`src/rtl/seg_scan_ctrl_pkg.sv`:
```
// seg_scan_pkg: scan states, anode-off constant and round-robin next-enabled helper
package seg_scan_pkg;
  typedef enum logic [1:0] {S_IDLE, S_BLANK, S_DRIVE} scan_state_t;
  localparam logic [7:0] ANODE_OFF = 8'hFF;
  function automatic logic [2:0] next_enabled(logic [7:0] en, logic [2:0] idx, int n);
    logic [2:0] r;
    logic hit;
    int j;
    r = idx;
    hit = 1'b0;
    for (int k = 1; k <= 8; k++) begin
      j = (int'(idx) + k) % n;
      if (k <= n && !hit && en[j]) begin
        r = 3'(j);
        hit = 1'b1;
      end
    end
    return r;
  endfunction
endpackage

```
`src/rtl/seg_scan_ctrl_if.sv`:
```
// seg_scan_ctrl_if: digit values/enables/duty in, decoder value, anodes and frame pulse out
interface seg_scan_ctrl_if #(parameter int DIGITS = 2);
  logic [4*DIGITS-1:0] digit_val;
  logic [DIGITS-1:0]   digit_en;
  logic [3:0]          duty;
  logic [3:0]          s;
  logic [DIGITS-1:0]   anode_n;
  logic                frame_start;
  modport master(output digit_val, digit_en, duty, input s, anode_n, frame_start);
  modport slave(input digit_val, digit_en, duty, output s, anode_n, frame_start);
endinterface

```
`src/rtl/seg_scan_ctrl_pick.sv`:
```
// scan_pick: combinational round-robin finder of the next enabled digit after idx
module scan_pick import seg_scan_pkg::*; #(
  parameter int DIGITS = 2,
  localparam int IW = $clog2(DIGITS)
) (
  input  logic [DIGITS-1:0] digit_en,
  input  logic [IW-1:0]     idx,
  output logic [IW-1:0]     nxt_idx,
  output logic              any_en
);
  logic [2:0] full;
  assign full = next_enabled(8'(digit_en), 3'(idx), DIGITS);
  assign nxt_idx = full[IW-1:0];
  assign any_en = |digit_en;
endmodule

```
`src/rtl/seg_scan_ctrl.sv`:
```
// seg_scan_ctrl: blanked round-robin 7-segment digit scanner; SCAN_PWM_EN adds duty-cycle dimming
module seg_scan_ctrl import seg_scan_pkg::*; #(
  parameter int DIGITS = 2,
  parameter int DWELL_CYC = 4096,
  parameter int BLANK_CYC = 64
) (
  input logic clk,
  input logic rst_n,
  seg_scan_ctrl_if.slave bus
);
  localparam int IW = $clog2(DIGITS);
  localparam int CW = $clog2(DWELL_CYC > BLANK_CYC ? DWELL_CYC : BLANK_CYC);
  localparam logic [DIGITS-1:0] OFF = ANODE_OFF[DIGITS-1:0];
  scan_state_t state, nstate;
  logic [IW-1:0] idx, nidx, pick;
  logic [CW-1:0] cnt, ncnt;
  logic [3:0] s_q, ns;
  logic [DIGITS-1:0] an_q, nan;
  logic fs_q, nfs, first, nfirst, any_en;
  int on_cyc;
`ifdef SCAN_PWM_EN
  assign on_cyc = (int'(bus.duty) * DWELL_CYC) / 16;
`else
  logic unused_duty;
  assign unused_duty = ^bus.duty;
  assign on_cyc = DWELL_CYC;
`endif
  function automatic logic [DIGITS-1:0] drive(logic [IW-1:0] i, logic [CW-1:0] c, int on);
    return (DWELL_CYC - 1 - int'(c) < on) ? OFF ^ (DIGITS'(1) << i) : OFF;
  endfunction
  // after idle the scan restarts at the lowest enabled digit: search from DIGITS-1
  scan_pick #(.DIGITS(DIGITS)) u_pick (
    .digit_en(bus.digit_en),
    .idx(first ? IW'(DIGITS - 1) : idx),
    .nxt_idx(pick),
    .any_en(any_en)
  );
  always_comb begin
    nstate = state;
    ncnt = cnt;
    nidx = idx;
    ns = s_q;
    nan = OFF;
    nfs = 1'b0;
    nfirst = first;
    case (state)
      S_IDLE: begin
        nfirst = 1'b1;
        if (|bus.digit_en) begin
          nstate = S_BLANK;
          ncnt = CW'(BLANK_CYC - 1);
        end
      end
      S_BLANK:
        if (cnt != '0) ncnt = cnt - 1'b1;
        else if (!any_en) begin
          nstate = S_IDLE;
          ncnt = '0;
        end else begin
          nstate = S_DRIVE;
          ncnt = CW'(DWELL_CYC - 1);
          nidx = pick;
          ns = bus.digit_val[{pick, 2'b00} +: 4];
          nfs = first || pick <= idx;
          nfirst = 1'b0;
          nan = drive(pick, CW'(DWELL_CYC - 1), on_cyc);
        end
      S_DRIVE:
        if (cnt != '0) begin
          ncnt = cnt - 1'b1;
          nan = drive(idx, cnt - 1'b1, on_cyc);
        end else begin
          nstate = S_BLANK;
          ncnt = CW'(BLANK_CYC - 1);
        end
      default: nstate = S_IDLE;
    endcase
  end
  always_ff @(posedge clk or negedge rst_n)
    if (!rst_n) begin
      state <= S_IDLE;
      idx <= '0;
      cnt <= '0;
      s_q <= '0;
      an_q <= OFF;
      fs_q <= 1'b0;
      first <= 1'b1;
    end else begin
      state <= nstate;
      idx <= nidx;
      cnt <= ncnt;
      s_q <= ns;
      an_q <= nan;
      fs_q <= nfs;
      first <= nfirst;
    end
  assign bus.s = s_q;
  assign bus.anode_n = an_q;
  assign bus.frame_start = fs_q;
endmodule
```
`src/flat_wrapper.sv`:
```
// flat-port wrapper written by rule: the top's interface ports become plain ports
module seg_scan_ctrl_flat import seg_scan_pkg::*;
#(
  parameter int DIGITS = 2,
  parameter int DWELL_CYC = 4096,
  parameter int BLANK_CYC = 64
)
  (clk, rst_n, bus_digit_val, bus_digit_en, bus_duty, bus_s, bus_anode_n, bus_frame_start);
  seg_scan_ctrl_if #(.DIGITS(DIGITS)) bus_i ();
  input logic clk;
  input logic rst_n;
  input wire logic [$bits(bus_i.digit_val)-1:0] bus_digit_val;
  input wire logic [$bits(bus_i.digit_en)-1:0] bus_digit_en;
  input wire logic [$bits(bus_i.duty)-1:0] bus_duty;
  output wire logic [$bits(bus_i.s)-1:0] bus_s;
  output wire logic [$bits(bus_i.anode_n)-1:0] bus_anode_n;
  output wire logic [$bits(bus_i.frame_start)-1:0] bus_frame_start;
  assign bus_i.digit_val = bus_digit_val;
  assign bus_i.digit_en = bus_digit_en;
  assign bus_i.duty = bus_duty;
  assign bus_s = bus_i.s;
  assign bus_anode_n = bus_i.anode_n;
  assign bus_frame_start = bus_i.frame_start;
  seg_scan_ctrl #(.DIGITS(DIGITS), .DWELL_CYC(DWELL_CYC), .BLANK_CYC(BLANK_CYC)) u_core (.clk(clk), .rst_n(rst_n), .bus(bus_i));
endmodule
```
`config.mk`:
```
export PLATFORM = sky130hd
export DESIGN_NAME = seg_scan_ctrl_flat
export DESIGN_NICKNAME = d
export VERILOG_FILES = /design/src/rtl/seg_scan_ctrl_pkg.sv /design/src/rtl/seg_scan_ctrl_if.sv /design/src/rtl/seg_scan_ctrl_pick.sv /design/src/rtl/seg_scan_ctrl.sv /design/src/flat_wrapper.sv
export SDC_FILE = /design/constraint.sdc
export NUM_CORES = 1
export LEC_CHECK = 0
export BUFFER_PORTS_ARGS = -buffer_cell sky130_fd_sc_hd__buf_2
export CORE_MARGIN = 4
export CORE_UTILIZATION = 53
export CTS_BUF_LIST = sky130_fd_sc_hd__clkbuf_4
export CTS_CLUSTER_DIAMETER = 60
export DETAILED_ROUTE_END_ITERATION = 8
export GPL_ROUTABILITY_DRIVEN = 1
export PLACE_DENSITY = 0.78
export SLEW_MARGIN = 5
export SYNTH_ARGS = -nofsm -noshare
export SYNTH_HDL_FRONTEND = slang
export SYNTH_SLANG_ARGS = --single-unit
```
`constraint.sdc`:
```
create_clock -name clk -period 1.7 [get_ports clk]
set_input_delay 0 -clock clk [delete_from_list [all_inputs] [get_ports clk]]
set_output_delay 0 -clock clk [all_outputs]
set_load 0.01 [all_outputs]
```
==> results_dict.tcl <==
set metrics [dict create \
    synth_flop_cell "dfrtp_1" \
    grt_setup_unrepaired "yes" \
    grt_max_degree 24 \
    htreeDepth 1 \
    antenna_cells 0 \
    drt_pass1_iterations 4 \
    initial_utilization_pct 55.3 \
    syn_area_um2 1530 \
    stdcell_count 251 \
    synthAdderAreaFrac_pct 4.92 \
    clock-sinks 23 \
    die_area_um2 3800 \
    ant_nets 0 \
    postSynthCellCount 156 \
    min_from "bus_digit_en[0]" \
    multi_input_area_um2 1000 \
    yosys.area_share.simple_pct 25.1 \
    hold_viol 0 \
    antenna_found_initial 0 \
    end_kind "flip-flop" \
    regArea_um2 579 \
    synth_cell_types 47 \
    grt_pass1_vias 1461 \
    worst_pin_slew_ns 0.512 \
    fin_nets 243 \
    reg2reg_from "u_core.cnt[0]" \
    muxShareOfSynthArea_pct 3.28 \
    cts_tree "built" \
    critPathMaxFanout 8 \
    clkTransAtPathRegs_ns 0.13 \
    final_core_util_pct 80.0 \
    dp_cells 231 \
    synth_warnings 0 \
    syn_nets 178 \
    rows 19 \
    synth_top_family_by_area "simple AND/OR/NAND/NOR gates" \
    fillers 165 \
    place.gp.congestion 0.898 \
    power_density_nw_per_um2 401 \
    synth_seq_area_share_pct 38.0 \
    skew_ns 0.00722 \
    startpoint "u_core.cnt[0]" \
    cap_violations 0 \
    via_count 1567 \
    slew_viol_final 0 \
    fp.dieW_um 61.6 \
    hold_ws_ns 0.145 \
    grtUsageTotal_pct 24.2 \
    post_drt_wl_per_cell_um 18.9 \
    hold_path_class "in2reg" \
    ctsRootBufferMaster "clkbuf_4" \
    synth-compound-area-share_pct 22.1 \
    vdd_ir_drop_max_uv 455 \
    finalSetupViolations 1 \
    power_leakage_nw 1.00 \
    synth_xor_area_share_pct 0 \
    fmax_mhz 580 \
    ys_ff_latch 23 \
    synth-edff-count 0 \
    synth_area_per_cell_um2 9.78 \
    coreArea_um2 2760 \
    drc 0 \
    clk_latency_ns 0.32 \
    clk_path_buf_depth 2 \
    io_buffers 18 \
    postRouteWirelength_um 4740 \
    drt_iter0_drc 113 \
    fp.dieH_um 61.6 \
    slew_headroom_pct 65.8 \
    drive_gt1_share_pct 47.7 \
    period_share_pct 101 \
    path_class "reg2reg" \
    dp_hpwl_um 3000 \
    violations "setup timing" \
    r2r_slack_ns -0.02 \
    cp_data_required_time_ns 1.95 \
    fin_ws_ns -0.0245 \
    viasPerCell 6.24 \
    outcome "finished with violations" \
    tns_ns -0.0245 \
    ioPinCount 23 \
    period_needed_ns 1.72 \
    overflow 0 \
    grt_pass1_wl_um 6840 \
    cts_buffers 3 \
    area_delta_synth_final_pct 44.7 \
    async_flop_share_pct 100 \
    crit_arrival_ns 1.97 \
    cp-start-kind "flip-flop" \
]
layout make-up:
class | count | share of cell area, %
clock buffers | 4 | 1.36
inverters | 6 | 1.02
multi-input cells | 118 | 45.5
flip-flops and latches | 23 | 26.2
well taps | 31 | 1.76
repair buffers | 69 | 24.1
layer usage:
metal  track usage, %  share of wire [%]  vias to the layer above
met5                0                  0                        -
met4             3.64                2.6                        0
met3             2.94                5.7                       13
met2             45.4                 50                       67
met1             30.0                 41                      771
li1                 -                  -                      716
Yosys cell counts (all sizes together), types with 3 or more instances:
cell / n / area, um2
and2: 3 / 21.3
nor4: 3 / 31.3
buf: 6 / 66.3
o21ai: 11 / 55.1
nor2: 17 / 63.8
nand4: 4 / 31.3
nor3: 10 / 50.1
a21oi: 8 / 40.0
a31oi: 6 / 37.5
dfstp: 3 / 78.8
mux2i: 5 / 50.1
o22ai: 3 / 18.8
nand2: 6 / 22.5
nor4b: 4 / 41.3
nor3b: 3 / 33.8
o211a: 4 / 40.0
clkbuf: 3 / 11.3
inv: 6 / 22.5
dfrtp: 20 / 500
ha: 6 / 75.1
cells in the final DEF, fill, tap and decap left out, drive strengths merged:
| master | netlist | final |
|---|---|---|
| nand3b | 1 | 1 |
| o31ai | 1 | 1 |
| nor4 | 3 | 3 |
| or3 | 1 | 1 |
| or2 | 1 | 1 |
| nand4 | 4 | 4 |
| clkbuf | 3 | 4 |
| nor4b | 4 | 4 |
| nor3 | 10 | 10 |
| nand3 | 2 | 2 |
| and4 | 2 | 2 |
| a221oi | 1 | 1 |
| inv | 6 | 6 |
| nor3b | 3 | 3 |
| a31oi | 6 | 6 |
| a21oi | 8 | 8 |
| o211ai | 2 | 2 |
| o2bb2ai | 2 | 2 |
| or2b | 1 | 1 |
| nor2 | 17 | 17 |
| o22ai | 3 | 3 |
| mux2i | 5 | 5 |
| a221o | 1 | 1 |
| buf | 6 | 59 |
| and2 | 3 | 3 |
| o41ai | 1 | 1 |
| o21ai | 11 | 11 |
| o21a | 2 | 2 |
| ha | 6 | 6 |
| or3b | 2 | 2 |
| a41oi | 2 | 2 |
| dfrtp | 20 | 20 |
| or4 | 1 | 1 |
| a211oi | 2 | 2 |
| nand2 | 6 | 6 |
| dlygate4sd3 | 0 | 10 |
| o211a | 4 | 4 |
| dfstp | 3 | 3 |
flip-flops by register name (all words and copies together), names as in the netlist:
| name | count |
|---|---|
| u_core.bus.anode_n | 2 |
| u_core.bus.frame_start | 1 |
| u_core.bus.s | 4 |
| u_core.cnt | 12 |
| u_core.first | 1 |
| u_core.idx | 1 |
| u_core.state | 2 |
logic make-up (layout without fill, tap and decap cells):
family                   after synthesis  after routing
AND/OR/NAND/NOR                       61             61
AO/OA/AOI/OAI                         46             46
flip-flops                            23             23
buffers and inverters                 15             79
adder cells (fa/ha/maj)                6              6
multiplexers                           5              5
where the power goes:
group / internal (mW) / leakage [nW] / total (mW) / switching, mW
registers: 0.547 / 0.286 / 0.547 / 0
clock network: 0.108 / 0.0184 / 0.279 / 0.171
logic: 0.0309 / 0.697 / 0.0593 / 0.0284
total: 0.686 / 1.00 / 0.886 / 0.200
stage by stage:
stage	area, um2	power, mW	setup WS, ns
after floorplan	1530	0.571	-0.00395
after global placement	1850	0.597	0.0244
after detailed placement	1850	0.598	-0.0566
after CTS	2030	0.890	-0.00629
after global routing	2210	0.920	-0.118
final	2210	0.886	-0.0245
worst max-delay path, cell delays in order (launching register included):
cell	delay (ns)
dfrtp_1	0.38
inv_2	0.06
ha_4	0.15
nor3b_4	0.14
buf_6	0.14
and4_4	0.23
buf_4	0.14
o31ai_2	0.28
o2bb2ai_1	0.15
final timing paths:
kind,to,cells past startpoint
setup / recovery,u_core.cnt[6],8
hold / removal,u_core.first,4
setup reg to reg,u_core.cnt[6],8
hold reg to reg,u_core.bus.s[0],2
max in group asynchronous,u_core.bus.anode_n[0],2
min in group asynchronous,u_core.bus.frame_start,2
what timing repair did:
item / in CTS / in global routing
hold endpoints to repair: 28 / 0
hold buffers: 10 / 0
endpoints found under the setup margin: 11 / 16
pin swaps: 1 / 11
setup buffers: 2 / 4
gates resized for setup: 12 / 33
(Power assumes the default switching activity.)
